### config.mk
export PLATFORM = sky130hd
export DESIGN_NAME = key_debounce_4ch
export DESIGN_NICKNAME = d
export VERILOG_FILES = /design/src/rtl/key_debounce_4ch.sv
export SDC_FILE = /design/constraint.sdc
export NUM_CORES = 1
export LEC_CHECK = 0
export CORE_MARGIN = 1.5
export CORE_UTILIZATION = 40
export CTS_BUF_LIST = sky130_fd_sc_hd__clkbuf_2
export DETAILED_ROUTE_END_ITERATION = 6
export GPL_ROUTABILITY_DRIVEN = 0
export PLACE_DENSITY = 0.63
export SYNTH_ARGS = -nofsm -noshare
export SYNTH_HDL_FRONTEND = slang
export SYNTH_SLANG_ARGS = --single-unit
### constraint.sdc
create_clock -name CLK -period 6 [get_ports CLK]
set_clock_uncertainty 0.15 [all_clocks]
set_input_delay 0.6 -clock CLK [delete_from_list [all_inputs] [get_ports CLK]]
set_output_delay 0.6 -clock CLK [all_outputs]
set_load 0.1 [all_outputs]
### src/rtl/key_debounce_4ch.sv
// key_debounce_4ch: per-channel 2-flop sync plus debounce FSM giving level, press and release strobes.
// Define KEY_REPEAT_EN to re-pulse Key_Press while a key stays held.
module key_debounce_4ch #(
  parameter int N_KEYS               = 4,
  parameter int DEBOUNCE_CYCLES      = 1000000,
  parameter int REPEAT_DELAY_CYCLES  = 25000000,
  parameter int REPEAT_PERIOD_CYCLES = 5000000
) (
  input  logic              CLK,
  input  logic              Rstn,
  input  logic [N_KEYS-1:0] Key_In,
  output logic [N_KEYS-1:0] Key_Level,
  output logic [N_KEYS-1:0] Key_Press,
  output logic [N_KEYS-1:0] Key_Release
);
  localparam int CW = $clog2(DEBOUNCE_CYCLES);
`ifdef KEY_REPEAT_EN
  localparam int HW = $clog2(REPEAT_DELAY_CYCLES + REPEAT_PERIOD_CYCLES + 1);
`endif
  typedef enum logic [1:0] {IDLE, PRESS_WAIT, PRESSED, RELEASE_WAIT} state_t;
  if (DEBOUNCE_CYCLES < 2 || DEBOUNCE_CYCLES > 2**24 ||
      REPEAT_DELAY_CYCLES < 1 || REPEAT_PERIOD_CYCLES < 1) begin : g_bad_param
    $error("key_debounce_4ch: cycle parameter out of range");
  end
  for (genvar g = 0; g < N_KEYS; g++) begin : g_ch
    state_t        state_q;
    logic [CW-1:0] cnt_q;
    logic          s1_q, s2_q, level_q, press_q, release_q, last;
    assign last = cnt_q == CW'(DEBOUNCE_CYCLES - 1);
`ifdef KEY_REPEAT_EN
    logic [HW-1:0] hold_q, hold_nxt;
    logic          hold_wrap;
    assign hold_nxt  = hold_q + 1'b1;
    assign hold_wrap = hold_nxt == HW'(REPEAT_DELAY_CYCLES + REPEAT_PERIOD_CYCLES);
`endif
    always_ff @(posedge CLK or negedge Rstn) begin
      if (!Rstn) begin
        s1_q      <= 1'b1;
        s2_q      <= 1'b1;
        state_q   <= IDLE;
        cnt_q     <= '0;
        level_q   <= 1'b0;
        press_q   <= 1'b0;
        release_q <= 1'b0;
`ifdef KEY_REPEAT_EN
        hold_q    <= '0;
`endif
      end else begin
        s1_q      <= Key_In[g];
        s2_q      <= s1_q;
        press_q   <= 1'b0;
        release_q <= 1'b0;
        case (state_q)
          IDLE: if (!s2_q) begin
            state_q <= PRESS_WAIT;
            cnt_q   <= '0;
          end
          PRESS_WAIT: if (s2_q) begin
            state_q <= IDLE;
            cnt_q   <= '0;
          end else if (last) begin
            state_q <= PRESSED;
            level_q <= 1'b1;
            press_q <= 1'b1;
            cnt_q   <= '0;
          end else cnt_q <= cnt_q + 1'b1;
          PRESSED: begin
            if (s2_q) begin
              state_q <= RELEASE_WAIT;
              cnt_q   <= '0;
            end
`ifdef KEY_REPEAT_EN
            // hold counter parks at the delay value so later strobes are periodic
            else begin
              hold_q  <= hold_wrap ? HW'(REPEAT_DELAY_CYCLES) : hold_nxt;
              press_q <= hold_wrap || hold_nxt == HW'(REPEAT_DELAY_CYCLES);
            end
`endif
          end
          RELEASE_WAIT: if (!s2_q) begin
            state_q <= PRESSED;
            cnt_q   <= '0;
          end else if (last) begin
            state_q   <= IDLE;
            level_q   <= 1'b0;
            release_q <= 1'b1;
            cnt_q     <= '0;
`ifdef KEY_REPEAT_EN
            hold_q    <= '0;
`endif
          end else cnt_q <= cnt_q + 1'b1;
          default: state_q <= IDLE;
        endcase
      end
    end
    assign Key_Level[g]   = level_q;
    assign Key_Press[g]   = press_q;
    assign Key_Release[g] = release_q;
  end
endmodule

After elaboration in Yosys (flattened, before gate mapping). Cells that the tools add are included. W data, S select, Z words.

Flip-flop bits (word level): 108. Bits of input ports: 6. Output and inout port bits: 12. Word-level logic and storage cells: 192.

Add/sub/neg operators: 4. Equal/unequal tests: 48. Mux-type cells: 92. Reduce and logical (&&, ||, !) cells: 20.

Operator list (number): $mux W20 (20); $pmux W20 S4 (4); $add A20 B1 Y20 const B (4); $eq A20 B20 Y1 const B (4); $mux W2 (24); $ne A2 B2 Y1 const B (24); $mux W1 (36); $pmux W2 S4 (4); $ne A3 B3 Y1 const B (8); $reduce_and A5 Y1 (4); $eq A2 B2 Y1 const B (8); $reduce_and A4 Y1 (4); $eq A2 B1 Y1 const B (4); $logic_not A2 Y1 (4); $pmux W1 S2 (4); $reduce_and A2 Y1 (4); $reduce_bool A2 Y1 (4).

Longest topological paths before layout. Gate-level depths: netlist of the first run.

Word-level depth: 4. Mapped depth: 8. Mapped depth without buffers: 6.

Worst setup path after synthesis of the first run. OpenSTA, ideal clock, no wires.

Path type: register to register. Start: reg g_ch[3].cnt_q[0]. End: reg g_ch[3].cnt_q[18]. Setup time: 0.079 ns. Arrival time: 1.803 ns. Data required time: 5.771 ns. Path slack: 3.967 ns. Cell stages (with the launch flop): 9. Buffers on the path: 2. Period minus slack after synthesis: 2.033 ns. Path through: dfrtp_1 ha_1 and3_1 and3_1 clkbuf_1 a31oi_2 buf_6 a21oi_1 mux2i_1.

Cells in the longest elaborated chain, start to end: 4.

RTL lines: start: declaration (RTL line 27) `logic [CW-1:0] cnt_q;`; start signal: assignment (RTL line 66) `end else cnt_q <= cnt_q + 1'b1;`; start signal: assignment (RTL line 91) `end else cnt_q <= cnt_q + 1'b1;`; $add A20 B1 Y20 / $eq A20 B20 Y1 (equally long branches) (RTL line 66, 91, 29); $mux W20 (*) (RTL line 61, 83); $mux W20, on equally long branches (RTL line 80, 58); $pmux W20 S4 (*) (RTL line 53) `case (state_q)`.

Every way passes the cells marked *; elsewhere a longest branch is shown, timed or not. A chain may end at the register's enable or synchronous reset.

Worst setup path in the final report of the first run.
Start: reg g_ch[1].level_q. End: out Key_Level[1].

RTL lines: start: declaration (RTL line 28) `logic s1_q, s2_q, level_q, press_q, release_q, last;`; start signal: assignment (RTL line 42) `level_q <= 1'b0;`; start signal: assignment (RTL line 63) `level_q <= 1'b1;`; start signal: assignment (RTL line 85) `level_q <= 1'b0;`; end: declaration (RTL line 12) `output logic [N_KEYS-1:0] Key_Level,`.

No word-level cell between the ends.

==> results.sh, run 1 <==
export IMPL_clk_pin_slew_ns=0.26
export IMPL_tightest_slew_ns=1.11
export IMPL_core_area_um2=13800
export IMPL_syn_to_final_growth_pct=5.36
export IMPL_vdd_drop_max_mv=0.166
export IMPL_async_reset_ff_share_pct=100
export IMPL_synthCells=613
export IMPL_viasPerCell=5.46
export IMPL_antenna_found_initial=1
export IMPL_max_stage_delay_ns=1.14
export IMPL_maxSlewHeadroom_pct=25.8
export IMPL_cts_sinks=108
export IMPL_min_from="Key_In[1]"
export IMPL_syn_cell_area_um2=5650
export IMPL_rr_startpoint="g_ch[0].cnt_q[0]"
export IMPL_die_y_um=122
export IMPL_synth_top_area_share_pct=44.3
export IMPL_drive_gt1_share_pct=6.79
export IMPL_cp_start_kind="flop"
export IMPL_clk_latency_ns=0.63
export IMPL_worstSetupPathType="flop to primary output"
export IMPL_global_route_overflow_total=0
export IMPL_dp_hpwl_um=7820
export IMPL_synth_area_leader_cell="dfrtp_1"
export IMPL_routed_wl_um=11300
export IMPL_cp_data_arrival_time_ns=2.19
export IMPL_cts_buffer_depth=2
export IMPL_synthesis_nets=623
export IMPL_wl_per_cell_um=14.1
export IMPL_yosys_cell_types_count=65
export IMPL_postCtsSetupRepairBufs=0
export IMPL_cts_made_buffers=9
export IMPL_finalSetupTns_ns=0
export IMPL_cts_tree="built"
export IMPL_dpl_cell_area_um2=5860
export IMPL_worst_path_max_delay_cell="clkdlybuf4s50_1"
export IMPL_path_cells="clkdlybuf4s50_1"
export IMPL_fmax_mhz=340
export IMPL_yosys_warnings=0
export IMPL_grt_use_total_pct=16.5
export IMPL_r2r_cells=6
export IMPL_finish_instance_area_um2=5950
export IMPL_num_rows=43
export IMPL_firstDrtPassIters=5
export IMPL_period_minus_slack_ns=2.94
export IMPL_status="finished clean"
export IMPL_portBuffers=17
export IMPL_via_count=4372
export IMPL_grt_pass1_vias=4134
export IMPL_yosysSeqAreaShare_pct=48.0
export IMPL_setup_viol=0
export IMPL_holdPathStages=1
export IMPL_cp_top_family="buffers and inverters"
export IMPL_grt_pass1_wl_um=19500
export IMPL_leakage_nw=2.36
export IMPL_hold_path_endpoint="g_ch[1].s1_q"
export IMPL_cp_max_fo=3
export IMPL_fin_nets=624
export IMPL_p_per_area_nw_per_um2=198
export IMPL_path_buf_inv=1
export IMPL_ys_ff_latch=108
export IMPL_pin_count=18
export IMPL_avgSynthCellArea_um2=9.21
export IMPL_synthFlopType="dfrtp_1"
export IMPL_rsz0062_at_grt="false"
export IMPL_grt_max_degree=77
export IMPL_finalMaxSlewViolations=0
export IMPL_fin_crit_sh_pct=49.0
export IMPL_ant_nets=0
export IMPL_rr_endpoint="g_ch[0].cnt_q[9]"
export IMPL_fillCellCount=1304
export IMPL_cp_data_required_time_ns=5.25
export IMPL_synthTopCellsByArea="dfrtp_1, nand2_1, nor2_1"
export IMPL_root_buffer="clkbuf_2"
export IMPL_synth_most_common_cell="dfrtp_1"
export IMPL_route_detailed_drc=0
export IMPL_first_iter_violations=361
export IMPL_r2r_slack_ns=3.56
export IMPL_drv_cap=0
export IMPL_dieArea_um2=14800
export IMPL_hold_class="input port to flop"
export IMPL_start_util_pct=40.8
export IMPL_synth_edf_count=0
export IMPL_endpoint_kind="primary output"
export IMPL_chipWidth_um=122
export IMPL_cts_htree_levels=3
export IMPL_synth_commonest_cells="dfrtp_1, nand2_1, nor2_1"
export IMPL_hold_viol_final=0
-- per-stage QoR --
stage | utilization (%) | setup slack [ns] | instances | power [W] | hold WS (ns)
2_1_floorplan | - | 3.97 | 613 | 0.000872 | 0.154
3_3_place_gp | 42.4 | 3.66 | 782 | 0.000908 | 0.196
3_5_place_dp | 42.4 | 3.54 | 782 | 0.000911 | 0.197
4_1_cts | 43.0 | 2.98 | 799 | 0.00120 | 0.134
5_1_grt | 43.0 | 2.95 | 801 | 0.00124 | 0.127
6_report | 43.0 | 3.06 | 801 | 0.00118 | 0.196
-- sequential cells by signal, indices dropped and copies added (netlist names), named ones only --
signal / count
g_ch.release_q: 4
g_ch.s2_q: 4
g_ch.cnt_q: 80
g_ch.level_q: 4
g_ch.s1_q: 4
g_ch.state_q: 4
g_ch.press_q: 4
-- how the worst max path moves through the flow --
stage | from | end | slack [ns] | cells after the start
after CTS | g_ch[1].level_q | Key_Level[1] | 2.98 | 1
final | g_ch[1].level_q | Key_Level[1] | 3.06 | 1
after global routing | g_ch[2].level_q | Key_Level[2] | 2.95 | 1
after floorplan | g_ch[3].cnt_q[0] | g_ch[3].cnt_q[18] | 3.97 | 8
after detailed placement | g_ch[2].cnt_q[0] | g_ch[2].cnt_q[16] | 3.54 | 6
after global placement | g_ch[2].cnt_q[0] | g_ch[2].cnt_q[7] | 3.66 | 6
-- per-layer routing --
metal / part of all wire (%) / routed length (um) / global-route usage, % / up-vias
met5: 0 / 0 / 0 / -
li1: - / - / - / 2173
met4: 1.7 / 186 / 5.51 / 0
met2: 46 / 5120 / 25.7 / 75
met3: 3.7 / 420 / 4.26 / 15
met1: 49 / 5530 / 22.4 / 2109
-- layout by cell type (no fill, tap or decap), types with 13 or more instances in the layout --
cell | Yosys | layout
o21ai_0 | 34 | 34
nor2_1 | 61 | 61
nor3_1 | 17 | 17
dfrtp_1 | 100 | 100
clkdlybuf4s50_1 | 0 | 16
a21oi_1 | 37 | 37
mux2i_1 | 13 | 13
inv_1 | 30 | 30
nand2_1 | 64 | 64
nand4_1 | 20 | 20
nand3_1 | 45 | 45
xnor2_1 | 18 | 18
-- what timing repair did --
| action | in CTS | in global routing |
|---|---|---|
| hold buffers | 1 | 0 |
| endpoints found under the hold margin | 32 | 0 |
| resized for setup | 0 | 0 |
-- cell families (layout without fill, tap and decap cells) --
group                      after synthesis  after routing  share of synthesized area (%)
xor gates and xnor gates                31             31                           4.94
muxes                                   14             14                           2.50
and+or+nand+nor                        280            280                           25.5
adders and majority gates                4              4                          0.886
DFF                                    108            108                           48.0
buffers and inverters                   60             66                           5.41
other                                    0              2                              0
AOI/OAI and AO/OA                      116            116                           12.8
-- report_power, final --
part / internal (W) / switching, W / total, W
clock network: 0.0000553 / 0.000226 / 0.000281
logic: 0.0000410 / 0.0000888 / 0.000130
registers: 0.000748 / 0.0000215 / 0.000770
-- final cells by class --
type,instances,area (um2),share of cell area (%)
antenna,2,5.00,0.0841
clock buffer,12,60.1,1.01
clock inverter,4,16.3,0.273
inverter,31,116,1.96
multi-input combinational,445,2630,44.2
sequential,108,2710,45.6
tap,180,225,3.78
timing repair buffer,19,185,3.11
No activity file was read; power rests on OpenSTA's default activity.
==> run 2: changes to the inputs <==
clock period = 2.8 ns   (was 6 ns; I/O delays follow)
==> run 2 against run 1 <==
Net effect: sequential power rose by 110%; via count grew 3.1%; non-clock buffer count is 10 higher; register-to-register slack worse by 3.2 ns; combinational power rose by 130%; setup slack got worse by 2.7 ns; largest power group unchanged.
==> results.sh, run 2 (synthesis gave the netlist of run 1 again) <==
export IMPL_status="finished clean"
export IMPL_grt_pass1_wl_um=20200
export IMPL_post_cts_resized=0
export IMPL_num_rows=43
export IMPL_hold_class="flop to flop"
export IMPL_grt_use_total_pct=17.0
export IMPL_via_count=4508
export IMPL_root_buffer="clkbuf_2"
export IMPL_path_cells="ha_1, and3_1, and3_1, a31oi_2, a21oi_1, mux2i_1"
export IMPL_fin_nets=634
export IMPL_worstSetupPathType="flop to flop"
export IMPL_pin_count=18
export IMPL_fillCellCount=1294
export IMPL_clk_pin_slew_ns=0.28
export IMPL_finalSetupTns_ns=0
export IMPL_final_cell_mix="dfrtp_1, nand2_1, nor2_1, nand3_1, a21oi_1"
export IMPL_hold_ws_ns=0.208
export IMPL_first_iter_violations=362
export IMPL_die_y_um=122
export IMPL_dp_hpwl_um=7980
export IMPL_maxSlewHeadroom_pct=43.0
export IMPL_worst_path_max_delay_cell="a31oi_2"
export IMPL_regArea_um2=2710
export IMPL_post_route_util_pct=43.7
export IMPL_rsz0062_at_grt="false"
export IMPL_cpMostUsedCell="and3_1"
export IMPL_drv_cap=0
export IMPL_vdd_drop_max_mv=0.256
export IMPL_cts_buffer_depth=2
export IMPL_cts_tree="built"
export IMPL_viasPerCell=5.57
export IMPL_endpoint_kind="flop"
export IMPL_leakage_nw=2.44
export IMPL_portBuffers=17
export IMPL_drive_gt1_share_pct=9.70
export IMPL_cp_max_fo=17
export IMPL_grt_max_degree=53
export IMPL_syn_to_final_growth_pct=6.87
export IMPL_hold_viol_final=0
export IMPL_cts_made_buffers=9
export IMPL_largest_register_ffs=80
export IMPL_antenna_found_initial=1
export IMPL_global_route_overflow_total=0
export IMPL_cp_data_required_time_ns=3.18
export IMPL_fmax_mhz=408
export IMPL_finalMaxSlewViolations=0
export IMPL_period_minus_slack_ns=2.45
export IMPL_dieArea_um2=14800
export IMPL_mostFrequentLayoutCell="dfrtp_1"
export IMPL_tightest_slew_ns=0.852
export IMPL_cts_sinks=108
export IMPL_grt_pass1_vias=4168
export IMPL_multi_input_area_um2=2630
export IMPL_routed_wl_um=11600
export IMPL_ant_nets=0
export IMPL_max_stage_delay_ns=0.73
export IMPL_setup_viol=0
export IMPL_chipWidth_um=122
export IMPL_start_util_pct=40.8
export IMPL_cts_htree_levels=3
export IMPL_route_detailed_drc=0
export IMPL_cp_data_arrival_time_ns=2.83
export IMPL_p_per_area_nw_per_um2=426
export IMPL_wl_per_cell_um=14.4
export IMPL_path_buf_inv=0
export IMPL_clk_latency_ns=0.59
export IMPL_core_area_um2=13800
export IMPL_cp_top_family="compound AO/OA/AOI/OAI gates"
export IMPL_firstDrtPassIters=5
export IMPL_fin_crit_sh_pct=87.5
export IMPL_top_register="g_ch.cnt_q"
export IMPL_cp_start_kind="flop"
-- run 2: changes by cell type in the layout (fill, tap and decap cells not counted), sizes merged --
cell,before,now
buf,2,19
clkbuf,12,13
clkdlybuf4s50,16,4
clkinv,4,2
clkinvlp,0,1
diode,2,1
dlygate4sd3,1,6
-- run 2: layout make-up --
class / instances / area share, %
Antenna cell: 1 / 0.0415
Clock buffer: 13 / 1.08
Clock inverter: 3 / 0.269
Inverter: 31 / 1.93
Multi-Input combinational cell: 445 / 43.6
Sequential cell: 108 / 44.9
Tap cell: 180 / 3.73
Timing Repair Buffer: 29 / 4.44
-- run 2: routing by layer --
metal  wire, um  global-route usage, %  part of all wire (%)  vias to the layer above
li1           -                      -                     -                     2193
met1       5780                   23.9                    50                     2187
met2       5130                   25.2                    44                      112
met3        572                   4.73                   4.9                       16
met4        171                   5.81                   1.5                        0
met5          0                      0                     0                        -
-- run 2: worst paths after layout --
path | startpoint | endpoint | slack [ns] | depth (start not counted)
worst min-delay path | g_ch[2].s1_q | g_ch[2].s2_q | 0.21 | 0
worst max register to register | g_ch[3].cnt_q[0] | g_ch[3].cnt_q[19] | 0.35 | 6
min in group asynchronous | Rstn | g_ch[3].s1_q | 0.60 | 3
worst min register to register | g_ch[2].s1_q | g_ch[2].s2_q | 0.21 | 0
max in group asynchronous | Rstn | g_ch[0].s1_q | 1.48 | 4
worst max-delay path | g_ch[3].cnt_q[0] | g_ch[3].cnt_q[19] | 0.35 | 6
-- run 2: where the power goes --
group	switching [W]	leakage, nW	internal [W]
combinational	0.000198	0.914	0.000104
clock	0.000490	0.0596	0.000127
sequential	0.0000461	1.47	0.00160
total	0.000734	2.44	0.00184
-- run 2: metrics by stage --
| step | setup slack, ns | total power [W] | instances | instance area, um2 |
|---|---|---|---|---|
| finish | 0.349 | 0.00257 | 810 | 6040 |
| global route | 0.170 | 0.00272 | 810 | 6040 |
| CTS | 0.371 | 0.00262 | 808 | 6020 |
| detailed placement | 0.430 | 0.00197 | 786 | 5870 |
| global placement | 0.471 | 0.00196 | 786 | 5870 |
| floorplan | 0.767 | 0.00187 | 613 | 5650 |
-- run 2: what timing repair did --
action	in CTS	in global routing
hold buffers	6	1
setup buffers	0	0
endpoints found under the hold margin	108	8
endpoints found under the setup margin	0	0
